[config.mk]
export PLATFORM = sky130hd
export DESIGN_NAME = hazard_sequencer
export DESIGN_NICKNAME = d
export VERILOG_FILES = /design/src/rtl/pipeline_ctrl_pkg.sv /design/src/rtl/load_use_detect.sv /design/src/rtl/hazard_sequencer.sv
export SDC_FILE = /design/constraint.sdc
export NUM_CORES = 1
export LEC_CHECK = 0
export CORE_MARGIN = 2
export CORE_UTILIZATION = 32
export DETAILED_ROUTE_END_ITERATION = 7
export GPL_ROUTABILITY_DRIVEN = 0
export HOLD_SLACK_MARGIN = 0.03
export PLACE_DENSITY = 0.74
export SYNTH_ARGS = -nofsm -noshare
export SYNTH_HDL_FRONTEND = slang
export SYNTH_HIERARCHICAL = 1
export SYNTH_SLANG_ARGS = --single-unit
[constraint.sdc]
create_clock -name clk -period 1.7 [get_ports clk]
set_input_delay 0.17 -clock clk [delete_from_list [all_inputs] [get_ports clk]]
set_output_delay 0.17 -clock clk [all_outputs]
set_load 0.02 [all_outputs]
[src/rtl/pipeline_ctrl_pkg.sv]
// Shared pipeline-control definitions.
// Contents:
//   hz_state_e      - hazard sequencer FSM states
//   OPC_*           - RV32 major opcode constants
//   opcode_uses_rs2 - 1 when the opcode reads rs2 (R-type, store, branch)
package pipeline_ctrl_pkg;

  typedef enum logic [1:0] {
    ST_RUN        = 2'd0,
    ST_LOAD_STALL = 2'd1,
    ST_FLUSH      = 2'd2,
    ST_MEM_WAIT   = 2'd3
  } hz_state_e;

  localparam logic [6:0] OPC_LOAD   = 7'b0000011;
  localparam logic [6:0] OPC_STORE  = 7'b0100011;
  localparam logic [6:0] OPC_RTYPE  = 7'b0110011;
  localparam logic [6:0] OPC_BRANCH = 7'b1100011;
  localparam logic [6:0] OPC_ITYPE  = 7'b0010011;

  function automatic logic opcode_uses_rs2(input logic [6:0] opcode);
    return (opcode == OPC_RTYPE) || (opcode == OPC_STORE) || (opcode == OPC_BRANCH);
  endfunction

endpackage

[src/rtl/load_use_detect.sv]
// Combinational load-use hazard detector.
// Flags when the load in ID/EX writes a register that the instruction in
// IF/ID reads. x0 never creates a hazard; rs2 is considered only for
// opcodes that actually read it.
// Ports:
//   idex_memread, idex_rd         - load flag and destination in ID/EX
//   ifid_rs1, ifid_rs2, ifid_opcode - source fields of the IF/ID instruction
//   load_use                      - hazard present this cycle
module load_use_detect
  import pipeline_ctrl_pkg::*;
(
  input  logic       idex_memread,
  input  logic [4:0] idex_rd,
  input  logic [4:0] ifid_rs1,
  input  logic [4:0] ifid_rs2,
  input  logic [6:0] ifid_opcode,
  output logic       load_use
);

  logic rs1_hit;
  logic rs2_hit;

  assign rs1_hit  = (idex_rd == ifid_rs1);
  assign rs2_hit  = (idex_rd == ifid_rs2) && opcode_uses_rs2(ifid_opcode);
  assign load_use = idex_memread && (idex_rd != 5'd0) && (rs1_hit || rs2_hit);

endmodule

[src/rtl/hazard_sequencer.sv]
// Pipeline hazard sequencer: branch flush, data-memory wait/timeout and
// load-use stall control for a 5-stage pipeline.
// Outputs are combinational from the FSM state plus current inputs, so
// stall and flush decisions take effect in the cycle they are detected.
// Optional feature: define HAZARD_PERF_CNT_EN to add the stall_count and
// flush_count performance counters (ports and registers).
// Ports:
//   clk, reset (async, active-high)
//   ifid_rs1/rs2/opcode, idex_rd/memread   - hazard detection inputs
//   exmem_branch/zero/memread/memwrite     - EX/MEM control
//   dmem_ready                             - data memory handshake
//   pc_write, ifid_write                   - 0 stalls PC / IF-ID
//   ctrl_stall                             - insert bubble into ID/EX
//   ifid_flush, idex_flush                 - squash on taken branch
//   pipe_hold                              - freeze pipeline on memory wait
//   dmem_req, mem_timeout                  - memory request / abort pulse
//   stall_count, flush_count               - perf counters (optional)
module hazard_sequencer
  import pipeline_ctrl_pkg::*;
#(
  parameter int MAX_MEM_WAIT = 15
) (
  input  logic        clk,
  input  logic        reset,
  input  logic [4:0]  ifid_rs1,
  input  logic [4:0]  ifid_rs2,
  input  logic [6:0]  ifid_opcode,
  input  logic [4:0]  idex_rd,
  input  logic        idex_memread,
  input  logic        exmem_branch,
  input  logic        exmem_zero,
  input  logic        exmem_memread,
  input  logic        exmem_memwrite,
  input  logic        dmem_ready,
  output logic        pc_write,
  output logic        ifid_write,
  output logic        ctrl_stall,
  output logic        ifid_flush,
  output logic        idex_flush,
  output logic        pipe_hold,
  output logic        dmem_req,
  output logic        mem_timeout
`ifdef HAZARD_PERF_CNT_EN
  ,
  output logic [31:0] stall_count,
  output logic [31:0] flush_count
`endif
);

  // Wide enough to hold MAX_MEM_WAIT itself; the counter never passes it.
  localparam int CNT_W = (MAX_MEM_WAIT < 2) ? 1 : $clog2(MAX_MEM_WAIT + 1);
  localparam logic [CNT_W-1:0] WAIT_MAX = CNT_W'(MAX_MEM_WAIT);
  localparam logic [CNT_W-1:0] WAIT_ONE = CNT_W'(1);

  hz_state_e        state_q, state_d;
  logic [CNT_W-1:0] wait_cnt_q, wait_cnt_d;

  logic taken;
  logic mem_access;
  logic load_use;

  assign taken      = exmem_branch & exmem_zero;
  assign mem_access = exmem_memread | exmem_memwrite;

  load_use_detect u_load_use_detect (
    .idex_memread (idex_memread),
    .idex_rd      (idex_rd),
    .ifid_rs1     (ifid_rs1),
    .ifid_rs2     (ifid_rs2),
    .ifid_opcode  (ifid_opcode),
    .load_use     (load_use)
  );

  // NOTE: every signal written here gets a default first, so no path through
  // the case can leave one unassigned and infer a latch.
  always_comb begin
    state_d     = state_q;
    wait_cnt_d  = '0;
    pc_write    = 1'b1;
    ifid_write  = 1'b1;
    ctrl_stall  = 1'b0;
    ifid_flush  = 1'b0;
    idex_flush  = 1'b0;
    pipe_hold   = 1'b0;
    dmem_req    = 1'b0;
    mem_timeout = 1'b0;

    case (state_q)
      ST_RUN: begin
        if (taken) begin
          ifid_flush = 1'b1;
          idex_flush = 1'b1;
          state_d    = ST_FLUSH;
        end else if (mem_access) begin
          dmem_req = 1'b1;
          // Memory not ready in the request cycle: hold immediately and
          // count the following cycles in MEM_WAIT.
          if (!dmem_ready) begin
            pc_write   = 1'b0;
            ifid_write = 1'b0;
            pipe_hold  = 1'b1;
            wait_cnt_d = WAIT_ONE;
            state_d    = ST_MEM_WAIT;
          end
        end else if (load_use) begin
          pc_write   = 1'b0;
          ifid_write = 1'b0;
          ctrl_stall = 1'b1;
          state_d    = ST_LOAD_STALL;
        end
      end

      // One cycle of normal outputs; load-use is deliberately not re-examined
      // so each hazard yields exactly one bubble.
      ST_LOAD_STALL, ST_FLUSH: begin
        state_d = ST_RUN;
      end

      ST_MEM_WAIT: begin
        if (dmem_ready) begin
          dmem_req = 1'b1;
          state_d  = ST_RUN;
        end else begin
          pc_write   = 1'b0;
          ifid_write = 1'b0;
          pipe_hold  = 1'b1;
          if (wait_cnt_q == WAIT_MAX) begin
            // Abort: drop the request and report it for one cycle.
            mem_timeout = 1'b1;
            state_d     = ST_RUN;
          end else begin
            dmem_req   = 1'b1;
            wait_cnt_d = wait_cnt_q + WAIT_ONE;
          end
        end
      end

      default: state_d = ST_RUN;
    endcase

    // Outputs are Mealy on live inputs, so reset must also force them to the
    // idle pattern directly; this drops dmem_req asynchronously.
    if (reset) begin
      pc_write    = 1'b1;
      ifid_write  = 1'b1;
      ctrl_stall  = 1'b0;
      ifid_flush  = 1'b0;
      idex_flush  = 1'b0;
      pipe_hold   = 1'b0;
      dmem_req    = 1'b0;
      mem_timeout = 1'b0;
    end
  end

  // NOTE: sequential state uses non-blocking assignments so every flop
  // samples the pre-edge values regardless of statement order.
  always_ff @(posedge clk or posedge reset) begin
    if (reset) begin
      state_q    <= ST_RUN;
      wait_cnt_q <= '0;
    end else begin
      state_q    <= state_d;
      wait_cnt_q <= wait_cnt_d;
    end
  end

`ifdef HAZARD_PERF_CNT_EN
  logic [31:0] stall_cnt_q, stall_cnt_d;
  logic [31:0] flush_cnt_q, flush_cnt_d;

  // Both counters wrap naturally at 2^32.
  always_comb begin
    stall_cnt_d = stall_cnt_q;
    flush_cnt_d = flush_cnt_q;
    if (!pc_write) stall_cnt_d = stall_cnt_q + 32'd1;
    if (ifid_flush) flush_cnt_d = flush_cnt_q + 32'd1;
  end

  always_ff @(posedge clk or posedge reset) begin
    if (reset) begin
      stall_cnt_q <= '0;
      flush_cnt_q <= '0;
    end else begin
      stall_cnt_q <= stall_cnt_d;
      flush_cnt_q <= flush_cnt_d;
    end
  end

  assign stall_count = stall_cnt_q;
  assign flush_count = flush_cnt_q;
`endif

endmodule

==> impl_metrics.env, run 1 <==
export IMPL_status="finished, violations left"
export IMPL_violations="setup timing"
export IMPL_coreArea_mm2=0.00176
export IMPL_hold_path_class="primary input to asynchronous set/reset pin"
export IMPL_synth_cells=69
export IMPL_numCtsBuffers=3
export IMPL_start_kind="primary input"
export IMPL_via_per_inst=4.95
export IMPL_setup_viol=6
export IMPL_synth_commonest_cells="xor2_1, dfrtp_1, nor3_1, inv_1"
export IMPL_global_route_usage_met2_pct=36.8
export IMPL_dr_total_vias=753
export IMPL_cts_tree="yes"
export IMPL_post_drt_wl_per_cell_um=13.5
export IMPL_power_switching_uw=447
export IMPL_synth_most_common_cell="xor2_1"
export IMPL_worst_path_buf_inv=2
export IMPL_cp_required_ps=1530
export IMPL_grt_pass1_wl_um=3050
export IMPL_worstReg2RegStart="state_q[0]"
export IMPL_syn_area_per_cell_um2=8.98
export IMPL_clk_latency_ps=240
export IMPL_yosysTopAreaCell="dfrtp_1"
export IMPL_power_density_mw_per_mm2=935
export IMPL_rsz0062_at_grt="yes"
export IMPL_grt_pass1_vias=802
export IMPL_async_flop_share_pct=100
export IMPL_vdd_ir_drop_worst_mv=0.443
export IMPL_drcViolationCount=0
export IMPL_critPathKind="primary input to output port"
export IMPL_grt_use_met3_pct=6.04
export IMPL_synth_edf_count=0
export IMPL_synth_cell_types=31
export IMPL_numPortBuffers=37
export IMPL_cts_root_buf="clkbuf_4"
export IMPL_reg2reg_slack_ps=120
export IMPL_wl_um=2060
export IMPL_grt_overflow_total=0
export IMPL_power_frac_comb_pct=72.8
export IMPL_tightest_slew_ps=299
export IMPL_r2r_end="state_q[0]"
export IMPL_r2r_cells=7
export IMPL_fin_nets=162
export IMPL_grt_max_degree=7
export IMPL_place_area_mm2=0.00117
export IMPL_slew_headroom_pct=80.1
export IMPL_drv_slew=0
export IMPL_top_usage_layer="met2"
export IMPL_syn_area_um2=619
export IMPL_multiInputGateArea_um2=557
export IMPL_drv_cap=0
export IMPL_intPower_uw=732
export IMPL_endpoint_kind="output port"
export IMPL_crit_family="simple AND/OR/NAND/NOR gates"
export IMPL_cts_sinks=6
export IMPL_ys_ff_latch=6
export IMPL_clockBufferDepth=2
export IMPL_p_sw_share_pct=37.9
export IMPL_seq_area_frac_synth_pct=24.2
export IMPL_drt_first_pass_iters=3
export IMPL_ant_nets=0
export IMPL_cp_arrival_ps=1840
export IMPL_ios=38
export IMPL_met1_usage_pct=17.1
export IMPL_hold_viol_final=0
export IMPL_synth_area_leaders="dfrtp_1, xor2_1, a2111oi_4"
export IMPL_crit_path_cell_trace="dlygate4sd2_1 > xor2_1 > nor3_2 > nand3_1 > a21oi_2 > or3b_4 > a21boi_4 > o21ai_4 > buf_6"
export IMPL_n_antenna_cell=0
export IMPL_syn2layout_area_growth_pct=104
export IMPL_stdcell_area_mm2=0.00126
export IMPL_total_power_mw=1.18
export IMPL_setup_slack_ps=-307
export IMPL_synth_top_area_share_pct=24.2
export IMPL_initialDrtViolationCount=9
export IMPL_die_h_um=48.0
export IMPL_synth_fp_nets=102
export IMPL_path_clk_slew_ps=40
export IMPL_leakage_nw=0.552
export IMPL_cts_hold_buf=0
export IMPL_min_period_ps=2010
export IMPL_slowest_delay_ps=430
export IMPL_seq_power_share_pct=16.7
export IMPL_pre_cts_ws_ps=-1200
export IMPL_synth_warnings=6
export IMPL_fp_row_count=15
export IMPL_clkPwrFrac_pct=10.5
export IMPL_grtUsageTotal_pct=19.2
export IMPL_fin_crit_sh_pct=118
export IMPL_antenna_found_initial=0
export IMPL_die_w_um=48.0
export IMPL_crit_slowest_cell="or3b_4"
export IMPL_seqCellArea_um2=150
export IMPL_hold_ws_ps=483
export IMPL_drive_gt1_share_pct=48.8
export IMPL_skew_ps=1.02
export IMPL_fill_cells=145
export IMPL_path_max_fanout=4
export IMPL_die_area_mm2=0.00230
export IMPL_fmax_ghz=0.498
export IMPL_dp_hpwl_um=1690
export IMPL_cts_max_level=1
export IMPL_initial_core_util_pct=35.1
export IMPL_synthFlopType="dfrtp_1"
## through the flow
| stage | TNS, ps | utilization [%] | instances |
|---|---|---|---|
| finish | -1270 | 71.5 | 152 |
| global route | -1730 | 71.5 | 152 |
| CTS | -1380 | 69.2 | 151 |
| detailed placement | -6210 | 66.5 | 145 |
| global placement | -5680 | 66.5 | 145 |
| floorplan | -137 | - | 69 |
## power by group through the flow
| stage | Clock, mW | Combinational (mW) | Sequential (mW) |
|---|---|---|---|
| 2_1_floorplan | 0 | 0.379 | 0.190 |
| 3_3_place_gp | 0 | 0.700 | 0.191 |
| 3_5_place_dp | 0 | 0.722 | 0.194 |
| 4_1_cts | 0.130 | 0.830 | 0.194 |
| 5_1_grt | 0.134 | 0.921 | 0.201 |
| 6_report | 0.124 | 0.858 | 0.197 |
## sequential cells by signal (all words and copies together), names as in the netlist
signal	flops
state_q	2
wait_cnt_q	4
## worst register-to-register path, stage by stage, from the launching register on
cell      delay, ps
dfrtp_1         350
buf_4           110
buf_4           100
ha_2            180
buf_4           130
nor2b_4         190
a22oi_1         100
o2bb2a_1        290
## worst max path at each step
stage / start / to / cells past startpoint
floorplan: idex_rd[2] / pc_write / 8
global placement: idex_rd[2] / ifid_write / 9
detailed placement: idex_rd[2] / pc_write / 9
CTS: ifid_rs2[3] / pc_write / 9
global route: ifid_rs1[4] / pc_write / 9
finish: ifid_rs1[4] / pc_write / 9
## cell families (layout without fill, tap and decap cells)
logic type	count (synthesis)	in the layout	share of synthesized area (%)
AO/OA/AOI/OAI	17	17	25.9
XOR/XNOR	12	12	17.0
adder cells (fa/ha/maj)	3	3	6.06
buffers and inverters	7	65	5.45
flip-flops	6	6	24.2
AND/OR/NAND/NOR	24	24	21.4
## layout by cell type, fill, tap and decap left out, drive strengths merged, types with 4 or more instances in the layout
cell	n
buf	32
clkdlybuf4s50	11
xor2	9
clkbuf	8
dfrtp	6
nor3	6
inv	5
clkdlybuf4s15	4
dlygate4sd2	4
## metal layers
layer  share of wire (%)  wire (µm)
met2                  55       1130
met3                 6.7        137
met4                 3.1         64
met1                  35        724
met5                   0          0
## layout make-up
class,count,area share (%)
tap,25,2.48
clock buffer,3,1.79
multi-input combinational,56,44.1
timing repair buffer,57,38.2
inverter,5,1.49
sequential,6,11.9
## what timing repair did
item	CTS	global route
setup buffers	3	1
setup endpoints to repair	10	8
pin swaps	10	12
resized for setup	89	22
No activity file was read; power rests on OpenSTA's default activity.
==> inputs of run 2 (changes only) <==
CTS_CLUSTER_SIZE = 8   (was unset)
==> results of run 2 <==
The final DEF is identical to that of run 1; final timing and power are the same.
